**config.mk**
```make
export PLATFORM = sky130hd
export DESIGN_NAME = mem_mode_ctrl
export DESIGN_NICKNAME = d
export VERILOG_FILES = /design/src/rtl/mem_mode_ctrl.sv
export SDC_FILE = /design/constraint.sdc
export NUM_CORES = 1
export LEC_CHECK = 0
export ABC_AREA = 1
export CORE_UTILIZATION = 40
export CTS_CLUSTER_SIZE = 12
export DETAILED_ROUTE_END_ITERATION = 12
export PLACE_DENSITY = 0.86
export SETUP_SLACK_MARGIN = 0.5
export SLEW_MARGIN = 40
export SYNTH_ARGS = -nofsm -noshare
export SYNTH_HDL_FRONTEND = slang
export SYNTH_SLANG_ARGS = --single-unit
export TNS_END_PERCENT = 30
```
**constraint.sdc**
```tcl
create_clock -name clk -period 4.8 [get_ports clk]
set_clock_uncertainty 0.1 [all_clocks]
set_input_delay 1.44 -clock clk [delete_from_list [all_inputs] [get_ports clk]]
set_output_delay 1.44 -clock clk [all_outputs]
set_load 0.01 [all_outputs]
```
**src/rtl/mem_mode_ctrl.sv**
```systemverilog
// Mode sequencer and single-port RAM arbiter for the loader (IN), memory
// checker (CHECK) and CPU core (RUN); drives cpustate to the control unit.
module mem_mode_ctrl #(
    parameter int AW = 8,
    parameter int DW = 8
) (
    input  logic          clk,
    input  logic          rst,
    input  logic [1:0]    mode_sel,
    input  logic          mode_go,
    output logic [1:0]    cpustate,
    input  logic          ld_valid,
    input  logic [DW-1:0] ld_data,
    output logic          ld_ready,
    output logic          ld_full,
    input  logic          chk_step,
    output logic [AW-1:0] chk_addr,
    output logic [DW-1:0] chk_data,
    output logic          chk_valid,
    input  logic [AW-1:0] cpu_addr,
    input  logic [DW-1:0] cpu_wdata,
    input  logic          cpu_read,
    input  logic          cpu_write,
    output logic [DW-1:0] cpu_rdata,
    output logic [AW-1:0] mem_addr,
    output logic [DW-1:0] mem_wdata,
    output logic          mem_we,
    output logic          mem_re,
    input  logic [DW-1:0] mem_rdata
);

    // Low two bits of the encoding are the visible cpustate; PRE_RUN reads as 00.
    typedef enum logic [2:0] {
        ST_IDLE    = 3'b000,
        ST_IN      = 3'b001,
        ST_CHECK   = 3'b010,
        ST_RUN     = 3'b011,
        ST_PRE_RUN = 3'b100
    } mode_e;

    typedef enum logic [1:0] {
        CK_ISSUE   = 2'b00,
        CK_CAPTURE = 2'b01,
        CK_SHOW    = 2'b10
    } chk_e;

    mode_e         state_q, state_d;
    chk_e          chk_st_q, chk_st_d;
    logic [AW-1:0] ld_ptr_q, ld_ptr_d;
    logic          ld_full_q, ld_full_d;
    logic [AW-1:0] chk_addr_q, chk_addr_d;
    logic [DW-1:0] chk_data_q, chk_data_d;
    logic          ld_accept;

    assign ld_accept = (state_q == ST_IN) && ld_valid && !ld_full_q;

    always_ff @(posedge clk or negedge rst) begin
        if (!rst) begin
            state_q    <= ST_IDLE;
            chk_st_q   <= CK_ISSUE;
            ld_ptr_q   <= '0;
            ld_full_q  <= 1'b0;
            chk_addr_q <= '0;
            chk_data_q <= '0;
        end else begin
            state_q    <= state_d;
            chk_st_q   <= chk_st_d;
            ld_ptr_q   <= ld_ptr_d;
            ld_full_q  <= ld_full_d;
            chk_addr_q <= chk_addr_d;
            chk_data_q <= chk_data_d;
        end
    end

    always_comb begin
        state_d = state_q;
        if (mode_go) begin
            case (mode_sel)
                2'b01:   state_d = ST_IN;
                2'b10:   state_d = ST_CHECK;
                2'b11:   state_d = ST_PRE_RUN;
                default: state_d = ST_IDLE;
            endcase
        end else if (state_q == ST_PRE_RUN) begin
            state_d = ST_RUN;
        end
    end

    always_comb begin
        ld_ptr_d   = ld_ptr_q;
        ld_full_d  = ld_full_q;
        chk_st_d   = chk_st_q;
        chk_addr_d = chk_addr_q;
        chk_data_d = chk_data_q;

        if (mode_go && (mode_sel == 2'b01)) begin
            ld_ptr_d  = '0;
            ld_full_d = 1'b0;
        end else if (ld_accept) begin
            ld_ptr_d = ld_ptr_q + AW'(1);
            if (ld_ptr_q == '1) ld_full_d = 1'b1;
        end

        // Any mode change abandons an in-flight checker read.
        if (mode_go) begin
            chk_st_d = CK_ISSUE;
            if (mode_sel == 2'b10) chk_addr_d = '0;
        end else if (state_q == ST_CHECK) begin
            case (chk_st_q)
                CK_ISSUE:   chk_st_d = CK_CAPTURE;
                CK_CAPTURE: begin
                    chk_data_d = mem_rdata;
                    chk_st_d   = CK_SHOW;
                end
                CK_SHOW: begin
                    if (chk_step) begin
                        chk_addr_d = chk_addr_q + AW'(1);
                        chk_st_d   = CK_ISSUE;
                    end
                end
                default:    chk_st_d = CK_ISSUE;
            endcase
        end
    end

    always_comb begin
        ld_ready  = 1'b0;
        chk_valid = 1'b0;
        cpu_rdata = '0;
        mem_addr  = '0;
        mem_wdata = '0;
        mem_we    = 1'b0;
        mem_re    = 1'b0;
        case (state_q)
            ST_IN: begin
                ld_ready = !ld_full_q;
                if (ld_accept) begin
                    mem_we    = 1'b1;
                    mem_addr  = ld_ptr_q;
                    mem_wdata = ld_data;
                end
            end
            ST_CHECK: begin
                if (chk_st_q == CK_ISSUE) begin
                    mem_re   = 1'b1;
                    mem_addr = chk_addr_q;
                end
                chk_valid = (chk_st_q == CK_SHOW);
            end
            ST_RUN: begin
                mem_addr  = cpu_addr;
                mem_wdata = cpu_wdata;
                mem_we    = cpu_write;
                mem_re    = cpu_read && !cpu_write;
                cpu_rdata = mem_rdata;
            end
            default: ;
        endcase
    end

    assign cpustate = state_q[1:0];
    assign ld_full  = ld_full_q;
    assign chk_addr = chk_addr_q;
    assign chk_data = chk_data_q;

endmodule

```
# Word-level counts from Yosys, hierarchy flattened
# Index checks and enable logic that the tools add are counted.
totals:
  out_inout_bits: 47
  word_cells: 67
  reg_bits: 30
op_classes:
  reduce_logical: 17
  eq_ne: 12
  bitwise_logic: 1
  addsub: 2
  muxes: 29
ops:
  columns: ["operator", "count"]
  rows:
  - ["$mux 8", 11]
  - ["$pmux 8 s3", 1]
  - ["$add 8x1->8 const B", 2]
  - ["$pmux 8 s2", 1]
  - ["$reduce_bool 2->1", 6]
  - ["$pmux 3 s3", 1]
  - ["$eq 8x8->1 const B", 1]
  - ["$mux 1", 7]
  - ["$eq 2x2->1 const B", 3]
  - ["$eq 3x2->1 const B", 2]
  - ["$mux 2", 3]
  - ["$mux 3", 2]
  - ["$pmux 2 s3", 1]
  - ["$eq 2x1->1 const B", 2]
  - ["$logic_and 1x1->1", 4]
  - ["$pmux 1 s2", 2]
  - ["$reduce_and 2->1", 2]
  - ["$reduce_and 4->1", 1]
  - ["$eq 3x1->1 const B", 1]
  - ["$eq 3x3->1 const B", 1]
  - ["$ne 3x3->1 const B", 1]
  - ["$reduce_and 3->1", 1]
  - ["$logic_not 1->1", 2]
  - ["$logic_not 2->1", 1]
  - ["2 further kinds", 2]

# Longest topological paths before layout
logic_depth:
  depth_word: 5
  ltp_mapped: 7
  ltp_nobuf: 7

# Least setup slack after synthesis
# No wires, ideal clock.
synth_path:
  path_type: "input -> output"
  start: "input ld_valid"
  end: "output mem_addr[0]"
  path_stages: 3
  n_path_buf: 1
  setup_slack_ns: 1.273
  required_ns: 3.260
  t_arrival_ns: 1.987
  cell_sequence: "nand3_2 buf_2 o211ai_1"
synth_via:
  elab_chain_len: 4
synth_rtl:
  columns: ["item", "line_no", "text"]
  rows:
  - ["from (decl)", "12", "input logic ld_valid,"]
  - ["$logic_and 1x1->1 (2 in a row)", "55", "assign ld_accept = (state_q == ST_IN) && ld_valid && !ld_full_q;"]
  - ["$mux 8", "137", "if (ld_accept) begin"]
  - ["$pmux 8 s3", "134", "case (state_q)"]
  - ["to (decl)", "25", "output logic [AW-1:0] mem_addr,"]
# Every way passes these cells.

# Worst setup path after layout
layout_path:
  start: "input ld_valid"
  end: "output mem_we"
layout_via:
  elab_chain_len: 4
layout_rtl:
  columns: ["item", "line_no", "text"]
  rows:
  - ["$logic_and 1x1->1 (2 in a row)", "55", null]
  - ["$mux 1", "137", null]
  - ["$pmux 1 s2", "134", null]
  - ["to (decl)", "27", "output logic mem_we,"]
# Every way passes these cells.

==> impl_results.md <==
* Vias at 2077
* Number of diodes at 0
* Final TNS setup at 0 ns
* Die width at 71.9 um
* Clock slew at reported path FFs at 0.06 ns
* Mapped Avg Cell Area at 7.36 um^2
* Fill count at 414
* Latest clock arrival within the worst-skew pair at 0.28 ns
* Setup crit end kind: primary output
* Period utilization at 92.2%
* Max Cap Viol at 0
* Worst path bufs/invs at 3
* Ys flop type: dfrtp_1
* Pin count of the biggest net entering global routing at 31
* TritonRoute pass-1 iters at 4
* Num CTS Buffers at 5
* Post-Synthesis Cell Area at 0.00196 mm^2
* Count of cell types in the netlist at 28
* Syn-to-layout area delta at 51.0%
* Drt wl/cell at 12.3 um
* Synth top cells by count: 76 x nand2_1, 38 x inv_1, 30 x dfrtp_1
* CP top delay family: buffers and inverters
* Cell taking the most area after synthesis: dfrtp_1
* Layout cells sized above 1 at 9.58%
* Clock sink count at 30
* Total power at 879 uW
* Cell Rows at 25
* RePlAce Congestion at a little over 0.8
* Top cells by area, synth: dfrtp_1 38%, nand2_1 15%, inv_1 7.3%
* Number of synthesized flops with an enable pin at 0
* Asr flop ratio synth at 100%
* Register bit count reported by yosys at 30
* Worst setup SP type: input port
* DR DRC count at 0
* Relative slew slack at 73.3%
* GRT Overall Usage at 21.2%
* Worst VDD drop at 0.000197 V
* Global-route wire length before repair at 8600 um
* Die area at between 0.005 and 0.006 mm^2
* Via/cell ratio at 4.92
* Pwr/cell area at 297 mW/mm^2
* Switching fraction of total power at 32.2%
* Final hold vios at 0
* Register area at roughly 750 um^2
* Largest stage delay, worst path at 0.53 ns
* Tightest Hold Check Type: reg -> reg
* P_int at around 600 uW
* CP cell instances: clkdlybuf4s50_1, nand3_2, buf_4, nand2_1, clkdlybuf4s50_1
* Port bufs at 87
* Net Switching at 283 uW
* Grt total ovfl at 0
* # setup viols final at 0
* Mapped Cells at around 270
* FMAX at 226 MHz
* I/O pin count at 88
* Slew Limit Fails at 0
* Vias in the first global route at 1962
* Multi-input logic area at 981 um^2
* Required @ worst endpoint at 3.26 ns
* DR iter-0 viols at 105
* Leakage power at 0.00137 uW
* Count leader, synth: nand2_1
* Post-synth top area share at between 30% and 40%
* TritonCTS clock tree: built
* Core box area at 0.00472 mm^2
* Synth warn at 0
* Antenna viol nets, final at 0
* Syn Nets at ~310
* Nets@finish at 397
* HPWL Detailed at a little under 4000 um
* Initial antenna violation count at 0
* Critical path type: in -> out
* CTS root buffer: clkbuf_8
* Top cell by count, worst path: clkdlybuf4s50_1
* CTS max path bufs at 2
* Critical Path AT at 2.88 ns
* Die Ht at approximately 70 um
* Final wirelength at 5200 um
* Sequential area share after synthesis at roughly two fifths
* CTS H-tree depth at 2
* RSZ-0062 raised after global routing: yes
* Clock group share of total power at 23.8%
* Min cycle time layout at 4.42 ns
* CP Max Fanout at 14
* Number of setup buffers added after CTS at 0
* Status: complete, no violations
* CP max stage cell: clkdlybuf4s50_1
* Worst-Margin Slew at between 0.3 and 0.4 ns
* Initial Util at 41.4%
* Gate power share at a little over a third
* Sequential share of power at about two fifths
==> power groups by stage <==
| stage | combinational, uW | clock (uW) | sequential, uW |
|---|---|---|---|
| floorplan | 132 | 0 | 364 |
| global placement | 320 | 0 | 349 |
| finish | 321 | 209 | 349 |
| detailed placement | 325 | 0 | 353 |
| global route | 348 | 225 | 358 |
| CTS | 324 | 213 | 349 |
==> layer usage <==
metal  vias up  GRT usage [%]  routed length, um
li1       1033              -                  -
met5         -              0                  0
met3         6           8.06                564
met1       933           22.9               2020
met2       105           39.2               2580
met4         0           4.58                 37
==> cell usage in the layout (no fill, tap or decap) <==
cell and count:
clkbuf_8 6, nor2_4 1, o21bai_1 1, nand3_4 1
ha_1 2, nor3_1 2, nand4_1 3, dlygate4sd2_1 5
clkinv_2 1, inv_4 1, inv_2 1, nor2_1 28
nand3_2 2, buf_4 3, o21ai_2 13, nand2_2 4
dlymetal6s2s_1 3, o31ai_1 1, dfrtp_1 30, nor3_4 1
o21ai_0 11, o21ai_1 4, a22o_1 8, clkdlybuf4s50_1 79
o32ai_1 1, nand2_1 76, o211ai_1 8, inv_1 38
nand3b_1 1, clkbuf_1 1, nand3_1 15, a21oi_1 3
or2_1 1
==> worst register-to-register path: cells and delay by family (launching register included) <==
kind                   cells  cell delay [ns]
AND/OR/NAND/NOR            4             0.72
buffers and inverters      1             0.15
AO/OA/AOI/OAI              1             0.06
flip-flops                 1             0.40
==> cells by family (layout without fill, tap and decap cells) <==
| group | Yosys count | count (layout) | synth area share [%] |
|---|---|---|---|
| AOI/OAI and AO/OA | 50 | 50 | 18.3 |
| adders and majority gates | 2 | 2 | 1.28 |
| buffers and inverters | 49 | 138 | 11.5 |
| DFF | 30 | 30 | 38.4 |
| and+or+nand+nor | 135 | 135 | 30.6 |
==> sequential cells by signal, summed over array words and instances, names as in the netlist <==
register,cells
chk_data,8
chk_addr,8
chk_st_q,2
ld_ptr_q,8
state_q,3
ld_full,1
==> timing repair <==
| item | in CTS | in global routing |
|---|---|---|
| hold buffers | 0 | 0 |
| cloned | 0 | 0 |
| setup endpoints to repair | 18 | 18 |
| resized for setup | 5 | 4 |
==> final cells by class <==
cell class,count,share of cell area [%]
Timing Repair Buffer,90,30.3
Inverter,40,5.17
Clock inverter,1,0.169
Tap cell,67,2.84
Multi-Input combinational cell,187,33.2
Clock buffer,7,2.92
Sequential cell,30,25.4
==> final timing paths <==
check	startpoint	to	slack, ns	cells past startpoint
min in group asynchronous	rst	chk_data[1]$_DFFE_PN0P_	1.44	2
min reg2reg	chk_data[2]$_DFFE_PN0P_	chk_data[2]$_DFFE_PN0P_	0.38	2
max reg2reg	state_q[0]$_DFFE_PN0P_	chk_data[5]$_DFFE_PN0P_	3.26	6
max in group asynchronous	rst	ld_ptr_q[7]$_DFFE_PN0P_	2.88	2
min	chk_data[2]$_DFFE_PN0P_	chk_data[2]$_DFFE_PN0P_	0.38	2
max	ld_valid	mem_we	0.38	5
==> stage by stage <==
stage | utilization [%] | hold WS, ns | setup slack [ns] | cell area (um^2) | cells
final | 62.5 | 0.382 | 0.376 | 2950 | 422
after global routing | 62.5 | 0.416 | 0.314 | 2950 | 422
after CTS | 62.3 | 0.385 | 0.289 | 2940 | 422
after detailed placement | 60.5 | 0.369 | 0.255 | 2860 | 414
after global placement | 60.5 | 0.365 | 0.277 | 2860 | 414
after floorplan | - | 0.392 | 1.27 | 1960 | 266
No activity file was read; power rests on OpenSTA's default activity.
